$ cat src/rtl/pcieifc_fifo_rd_stage_if.sv
// pcieifc_fifo_rd_stage_if: FIFO read port, flush control and beat stream of the read stage
interface pcieifc_fifo_rd_stage_if #(
    parameter int DATA_WIDTH = 32,
    parameter int RATIO      = 1
);
    localparam int OUT_WIDTH = DATA_WIDTH / RATIO;

    logic                  clr;
    logic                  fifo_rempty;
    logic [DATA_WIDTH-1:0] fifo_rdata;
    logic                  fifo_rinc;
    logic                  fifo_rclr;
    logic                  m_valid;
    logic [OUT_WIDTH-1:0]  m_data;
    logic                  m_last;
    logic                  m_ready;
    logic [1:0]            buf_cnt;

    // the read stage: pops the FIFO and masters the beat stream
    modport master (
        input  clr, fifo_rempty, fifo_rdata, m_ready,
        output fifo_rinc, fifo_rclr, m_valid, m_data, m_last, buf_cnt
    );

    // the surroundings: FIFO, flush source and downstream consumer
    modport slave (
        output clr, fifo_rempty, fifo_rdata, m_ready,
        input  fifo_rinc, fifo_rclr, m_valid, m_data, m_last, buf_cnt
    );
endinterface

$ cat src/rtl/pcieifc_fifo_rd_stage.sv
// pcieifc_fifo_rd_stage: pops FWFT FIFO words into a 2-entry buffer and streams them as RATIO beats, LSB first
module pcieifc_fifo_rd_stage #(
    parameter int DATA_WIDTH = 32,
    parameter int RATIO      = 1
) (
    input logic                     clk,
    input logic                     rst_n,
    pcieifc_fifo_rd_stage_if.master io_bus
);
    localparam int OUT_WIDTH = DATA_WIDTH / RATIO;
    localparam int IDX_W = (RATIO > 1) ? $clog2(RATIO) : 1;
    localparam logic [IDX_W-1:0] LAST_IDX = IDX_W'(RATIO - 1);

    logic [DATA_WIDTH-1:0] r_buf [2];
    logic                  r_wr_ptr;
    logic                  r_rd_ptr;
    logic                  r_rdy_q;
    logic [1:0]            r_cnt;
    logic [IDX_W-1:0]      r_beat_idx;
    logic                  w_pop;
    logic                  w_last;
    logic                  w_hs;
    logic                  w_retire;

    // pop decision uses only registered state and rempty, so m_ready never reaches rinc
    assign w_pop    = r_rdy_q & ~io_bus.fifo_rempty & (r_cnt != 2'd2) & ~io_bus.clr;
    assign w_last   = r_beat_idx == LAST_IDX;
    assign w_hs     = io_bus.m_valid & io_bus.m_ready;
    assign w_retire = w_hs & w_last;

    assign io_bus.fifo_rinc = w_pop;
    assign io_bus.fifo_rclr = io_bus.clr;
    assign io_bus.m_valid   = r_cnt != 2'd0;
    assign io_bus.m_data    = r_buf[r_rd_ptr][int'(r_beat_idx) * OUT_WIDTH +: OUT_WIDTH];
    assign io_bus.m_last    = io_bus.m_valid & w_last;
    assign io_bus.buf_cnt   = r_cnt;

    // hold off popping until the first edge after reset release
    always_ff @(posedge clk or negedge rst_n) begin
        if (!rst_n) r_rdy_q <= 1'b0;
        else        r_rdy_q <= 1'b1;
    end

    // capture the FIFO head word into the slot at the write pointer
    always_ff @(posedge clk or negedge rst_n) begin
        if (!rst_n) begin
            r_buf[0] <= '0;
            r_buf[1] <= '0;
        end else if (w_pop) begin
            r_buf[r_wr_ptr] <= io_bus.fifo_rdata;
        end
    end

    // pointers, word count and beat index; a flush beats any pop or handshake in the same cycle
    always_ff @(posedge clk or negedge rst_n) begin
        if (!rst_n) begin
            r_wr_ptr   <= 1'b0;
            r_rd_ptr   <= 1'b0;
            r_cnt      <= 2'd0;
            r_beat_idx <= '0;
        end else if (io_bus.clr) begin
            r_wr_ptr   <= 1'b0;
            r_rd_ptr   <= 1'b0;
            r_cnt      <= 2'd0;
            r_beat_idx <= '0;
        end else begin
            if (w_pop)    r_wr_ptr   <= ~r_wr_ptr;
            if (w_retire) r_rd_ptr   <= ~r_rd_ptr;
            if (w_hs)     r_beat_idx <= w_last ? '0 : r_beat_idx + 1'b1;
            r_cnt <= r_cnt + {1'b0, w_pop} - {1'b0, w_retire};
        end
    end
endmodule

$ cat src/flat_wrapper.sv
// flat-port wrapper written by rule: the top's interface ports become plain ports
module pcieifc_fifo_rd_stage_flat 
#(
    parameter int DATA_WIDTH = 32,
    parameter int RATIO      = 1
)
  (clk, rst_n, io_bus_clr, io_bus_fifo_rempty, io_bus_fifo_rdata, io_bus_m_ready, io_bus_fifo_rinc, io_bus_fifo_rclr, io_bus_m_valid, io_bus_m_data, io_bus_m_last, io_bus_buf_cnt);
  pcieifc_fifo_rd_stage_if #(.DATA_WIDTH(DATA_WIDTH), .RATIO(RATIO)) io_bus_i ();
  input logic clk;
  input logic rst_n;
  input wire logic [$bits(io_bus_i.clr)-1:0] io_bus_clr;
  input wire logic [$bits(io_bus_i.fifo_rempty)-1:0] io_bus_fifo_rempty;
  input wire logic [$bits(io_bus_i.fifo_rdata)-1:0] io_bus_fifo_rdata;
  input wire logic [$bits(io_bus_i.m_ready)-1:0] io_bus_m_ready;
  output wire logic [$bits(io_bus_i.fifo_rinc)-1:0] io_bus_fifo_rinc;
  output wire logic [$bits(io_bus_i.fifo_rclr)-1:0] io_bus_fifo_rclr;
  output wire logic [$bits(io_bus_i.m_valid)-1:0] io_bus_m_valid;
  output wire logic [$bits(io_bus_i.m_data)-1:0] io_bus_m_data;
  output wire logic [$bits(io_bus_i.m_last)-1:0] io_bus_m_last;
  output wire logic [$bits(io_bus_i.buf_cnt)-1:0] io_bus_buf_cnt;
  assign io_bus_i.clr = io_bus_clr;
  assign io_bus_i.fifo_rempty = io_bus_fifo_rempty;
  assign io_bus_i.fifo_rdata = io_bus_fifo_rdata;
  assign io_bus_i.m_ready = io_bus_m_ready;
  assign io_bus_fifo_rinc = io_bus_i.fifo_rinc;
  assign io_bus_fifo_rclr = io_bus_i.fifo_rclr;
  assign io_bus_m_valid = io_bus_i.m_valid;
  assign io_bus_m_data = io_bus_i.m_data;
  assign io_bus_m_last = io_bus_i.m_last;
  assign io_bus_buf_cnt = io_bus_i.buf_cnt;
  pcieifc_fifo_rd_stage #(.DATA_WIDTH(DATA_WIDTH), .RATIO(RATIO)) u_core (.clk(clk), .rst_n(rst_n), .io_bus(io_bus_i));
endmodule
$ cat config.mk
export PLATFORM = sky130hd
export DESIGN_NAME = pcieifc_fifo_rd_stage_flat
export DESIGN_NICKNAME = d
export VERILOG_FILES = /design/src/rtl/pcieifc_fifo_rd_stage_if.sv /design/src/rtl/pcieifc_fifo_rd_stage.sv /design/src/flat_wrapper.sv
export SDC_FILE = /design/constraint.sdc
export NUM_CORES = 1
export LEC_CHECK = 0
export BUFFER_PORTS_ARGS = -buffer_cell sky130_fd_sc_hd__clkbuf_2
export CAP_MARGIN = 30
export CORE_MARGIN = 3
export CORE_UTILIZATION = 35
export DETAILED_ROUTE_END_ITERATION = 8
export PLACE_DENSITY = 0.6
export RECOVER_POWER = 100
export SETUP_SLACK_MARGIN = 0.4
export SLEW_MARGIN = 10
export SYNTH_ARGS = -nofsm -noshare
export SYNTH_HDL_FRONTEND = slang
export SYNTH_SLANG_ARGS = --single-unit
$ cat constraint.sdc
create_clock -name clk -period 3.4 [get_ports clk]
set_clock_uncertainty 0.05 [all_clocks]
set_input_delay 0.17 -clock clk [delete_from_list [all_inputs] [get_ports clk]]
set_output_delay 0.17 -clock clk [all_outputs]
set_load 0.01 [all_outputs]
== After elaboration in Yosys (flattened, before gate mapping) ==
Cells that the tools add are included.

* Output and inout bits: 38
* Input bits: 37
* Flip-flop bits (word level): 70
* Word-level logic and storage cells: 47

* Reductions and logical operators: 5
* Shifts and indexed selects: 1
* Add/subtract/negate cells: 3
* Equality and inequality tests: 1
* Mux-type cells: 14
* Order comparisons: 3
* Bitwise logic cells: 13

{| class="wikitable"
|+ Operator list
! cell !! number
|-
| $mux W32 || 4
|-
| $bwmux W64 || 1
|-
| $demux W32 S1 || 1
|-
| $shiftx A32 B7 Y32 || 1
|-
| $reduce_bool A2 Y1 || 4
|-
| $mux W1 || 7
|-
| $and A1 B1 Y1 || 6
|-
| $not A1 Y1 || 5
|-
| $ge A2 B2 Y1 const B || 2
|-
| $not A1 Y2 || 2
|-
| $add A2 B1 Y2 || 1
|-
| $lt A2 B1 Y1 const B || 1
|-
| $mux W2 || 1
|-
| $ne A2 B2 Y1 const B || 1
|-
| $sub A2 B1 Y2 || 1
|-
| $add A1 B1 Y1 const B || 1
|-
| $logic_and A1 B1 Y1 || 1
|}

== Depth between registers and ports, before layout ==
* Word-level depth: 7
* Mapped depth: 9

== Worst setup path after synthesis ==
OpenSTA, ideal clock, no wires.

* Kind: reg-to-reg
* Start point: register u_core.r_cnt[1], in the netlist u_core.io_bus.buf_cnt[1]
* End point: register u_core.r_cnt[1], in the netlist u_core.io_bus.buf_cnt[1]
* Data required time: 3.264 ns
* Path slack: 1.363 ns
* Data arrival time: 1.901 ns
* Setup time: 0.086 ns
* Cell stages (with the launch flop): 10
* Cells stage by stage: dfrtp_1 nor2b_2 nor3_1 inv_1 ha_1 inv_1 ha_1 xor2_1 and2_1 nor3_1

* Word-level cells in the longest chain between the ends: 6
* Elaborated cells on any way between the ends: 9
* Classes of those cells: add/sub (2); eq/ne (1); mux (1); bitwise (4); reduce/logical (1)

{| class="wikitable"
|+ Ends and longest elaborated chain
! what !! RTL line !! source
|-
| from (decl) || pcieifc_fifo_rd_stage.sv:18 || <nowiki>logic [1:0] r_cnt;</nowiki>
|-
| from (signal assigned) || pcieifc_fifo_rd_stage.sv:70 || <nowiki>r_cnt <= r_cnt + {1'b0, w_pop} - {1'b0, w_retire};</nowiki>
|-
| $ne A2 B2 Y1 || pcieifc_fifo_rd_stage.sv:26 || <nowiki>assign w_pop = r_rdy_q & ~io_bus.fifo_rempty & (r_cnt != 2'd2) & ~io_bus.clr;</nowiki>
|-
| $and A1 B1 Y1 (2 in series) || pcieifc_fifo_rd_stage.sv:26 ||
|-
| via io_bus_fifo_rinc || flat_wrapper.sv:15 || <nowiki>output wire logic [$bits(io_bus_i.fifo_rinc)-1:0] io_bus_fifo_rinc;</nowiki>
|-
| $add A2 B1 Y2 || pcieifc_fifo_rd_stage.sv:70 ||
|-
| $sub A2 B1 Y2 || pcieifc_fifo_rd_stage.sv:70 ||
|-
| $mux W2 || pcieifc_fifo_rd_stage.sv:61 || <nowiki>end else if (io_bus.clr) begin</nowiki>
|}

The timed path passes the listed nets, and every way through them passes these cells.
A chain may end at the register's enable or synchronous reset.

== Final worst setup path ==
* Start point: register u_core.r_cnt[1], in the netlist u_core.io_bus.buf_cnt[1]
* End point: register u_core.r_buf[23] in the netlist's numbering

* Word-level cells in the longest chain between the ends: 3

{| class="wikitable"
|+ Ends and longest elaborated chain
! what !! RTL line !! source
|-
| $ne A2 B2 Y1 || pcieifc_fifo_rd_stage.sv:26 ||
|-
| $and A1 B1 Y1 (2 in series) || pcieifc_fifo_rd_stage.sv:26 ||
|-
| to (signal, indexed assignment) || pcieifc_fifo_rd_stage.sv:50 || <nowiki>r_buf[r_wr_ptr] <= io_bus.fifo_rdata;</nowiki>
|-
| to (decl) || pcieifc_fifo_rd_stage.sv:14 || <nowiki>logic [DATA_WIDTH-1:0] r_buf [2];</nowiki>
|}

No other way between the ends.

==> impl_metrics.toml <==
[yosys]
ys_async_sr_fraction_pct = 100
yosysTopAreaCell = "dfrtp_1"
yosys_warnings = 0
syn_area_sq_um = 3200
synth_edf_count = 0
yosysUniqueCellTypes = 28
yosys-top-cells-area = "dfrtp_1, mux2_2, mux2_4, mux2_1, buf_12"
synth_nets = 239
synth_ff_type = "dfrtp_1"
synth_seq_cells = 69
avgSynthCellArea_sq_um = 16.0
yosysSeqAreaShare_pct = 54.0
synth_top_cell_area_share_pct = 54.0
netlist_instances = 200

[worst_setup_path]
path_class = "register to register"
cp_slowest_stage_delay_ns = 0.87
crit_required_ns = 3.56
cp_top_family = "buffers and inverters"
cp_cell_sequence = "nor2b_1, nor4b_1, clkbuf_1, mux2_2"
path_max_fanout = 17
cp-start-kind = "register"
critical-path-slowest-cell = "clkbuf_1"
path_buf_inv = 1
end_kind = "register"
arrival_ns = 2.65

[final_layout]
num_antenna_cells = 0
regArea_sq_um = 1730
nets = 319
design_area_sq_um = 3630
multi_input_area_sq_um = 1230
num-fill-cells = 871
layout-drive-gt1-share_pct = 39.1
syn_to_final_growth_pct = 13.5
layout.cells.non_filler = 392

[cts]
cts_tree = "built"
post_cts_buffers = 0
cts_root_buffer = "clkbuf_8"
path_clk_slew_ns = 0.07
cts_resized = 0
clk_latency_ns = 0.33
cts.sinks = 69
cts_made_buffers = 9
clk_path_buf_depth = 2
htreeDepth = 3
hold_buffers = 2

[floorplanning]
die_area_sq_um = 10300
io_pins = 75
die_y_um = 102
rows = 34
core-area_sq_um = 8810
die_w_um = 102
start_util_pct = 36.3

[global_route]
overflow = 0
grt_pass1_vias = 2011
antenna_found_initial = 0
grt_max_degree = 31
grt_usage_pct = 12.9
grt_first_pass_wirelength_um = 10200

[timing]
fmax_mhz = 401
rsz0062_at_grt = "false"
fin_hold_ws_ns = 0.0186
max_slew_margin_pct = 7.78
min_period_over_period_pct = 73.3
worstMarginPinSlew_ns = 1.38
setup_slack_ns = 0.907
hold_violations = 0
period_minus_slack_ns = 2.49
setup-tns-final_ns = 0
setup_viol = 0
slew_violations = 0

[min_path]
hold_path_class = "input port to register"

[pwr]
ir_worst_vdd_uv = 328
p_sw_mw = 1.00
p_comb_share_pct = 37.5
p_per_area_nw_per_um2 = 846
p_int_mw = 2.07
p_sw_share_pct = 32.6
p_leak_nw = 1.64
seq_power_share_pct = 44.2
clkPwrFrac_pct = 18.2

[detailed_routing]
ant_nets = 0
wl_per_cell_um = 15.3
first_iter_violations = 31
via_per_inst = 4.68
vias = 1836
drcViolationCount = 0
dr.pass1.iters = 4
routed_wl_um = 6000

[placed_design]
place_congestion = 0.692
port_buffers = 74
placed_area_sq_um = 3650
pre_cts_slack_ns = 1.14
dp.cells = 375
dp_hpwl_um = 4060

[status]
outcome = "finished clean"

[run]
cap_violations = 0
==> synthesized netlist by cell type, types with 2 or more instances <==
| cell | number |
|---|---|
| nor2_1 | 2 |
| inv_1 | 2 |
| mux2_4 | 30 |
| mux2_1 | 11 |
| dfrtp_1 | 69 |
| buf_12 | 2 |
| clkbuf_1 | 4 |
| buf_2 | 3 |
| mux2_2 | 55 |
| buf_4 | 2 |
| ha_1 | 2 |
| nor3_1 | 2 |
==> final cells by class <==
type,instances,area share [%]
flip-flops and latches,69,47.5
multi-input cells,116,33.9
repair buffers,82,10.2
clock buffers,13,4.10
well taps,108,3.72
clock inverters,2,0.276
inverters,2,0.207
==> registers in the layout, summed over array words and instances, names as in the netlist <==
register and flops:
u_core.r_wr_ptr 1, u_core.r_buf 64, u_core.r_rd_ptr 1, u_core.r_rdy_q 1, u_core.io_bus.buf_cnt 2
==> worst paths after layout <==
check	startpoint	end	slack (ns)	cells after the start
hold reg to reg	u_core.r_buf[14]$_DFFE_PN0P_	u_core.r_buf[14]$_DFFE_PN0P_	0.44	1
setup reg to reg	u_core.io_bus.buf_cnt[1]$_DFF_PN0_	u_core.r_buf[23]$_DFFE_PN0P_	0.91	4
setup / recovery	u_core.io_bus.buf_cnt[1]$_DFF_PN0_	u_core.r_buf[23]$_DFFE_PN0P_	0.91	4
hold / removal	io_bus_fifo_rdata[7]	u_core.r_buf[39]$_DFFE_PN0P_	0.02	2
max in group asynchronous	rst_n	u_core.r_buf[49]$_DFFE_PN0P_	1.08	3
min in group asynchronous	rst_n	u_core.r_buf[60]$_DFFE_PN0P_	0.44	2
==> worst reg2reg max path, cell delays in order (launching register included) <==
cell and delay (ns):
dfrtp_1 0.42, nor2b_1 0.18, nor4b_1 0.41, clkbuf_1 0.87, mux2_2 0.43
==> placed cells by master (no fill, tap or decap), drive strengths merged, types with 2 or more instances in the layout <==
cell         count
mux2            96
clkbuf          92
dfrtp           69
nor2b            2
nor3             2
inv              2
nor2             2
ha               2
clkinv           2
dlygate4sd3      2
==> stage by stage <==
| stage | power (mW) | utilization, % |
|---|---|---|
| after floorplan | 2.32 | - |
| after global placement | 2.73 | 41.2 |
| after detailed placement | 2.76 | 41.5 |
| after CTS | 3.35 | 43.5 |
| after global routing | 3.32 | 41.2 |
| final | 3.07 | 41.2 |
==> cells by family after synthesis <==
group           synth area share, %
buf+inv                        3.71
simple gates                   3.01
other cells                   0.117
mux                            37.3
fa+ha+maj                     0.782
flops                          54.0
compound gates                0.547
xor+xnor                      0.548
==> per-layer routing <==
layer | wire (um) | GRT usage [%]
met5 | 0 | 0
met3 | 318 | 3.37
met1 | 2830 | 17.5
met4 | 85 | 5.52
met2 | 2760 | 19.6
==> power groups by stage <==
| stage | logic, mW | clock network, mW | registers [mW] |
|---|---|---|---|
| 3_3_place_gp | 1.37 | 0 | 1.36 |
| 2_1_floorplan | 0.999 | 0 | 1.32 |
| 5_1_grt | 1.28 | 0.622 | 1.41 |
| 3_5_place_dp | 1.39 | 0 | 1.37 |
| 4_1_cts | 1.39 | 0.589 | 1.37 |
| 6_report | 1.15 | 0.560 | 1.36 |
Note: power is estimated with default switching activity, not from simulation.
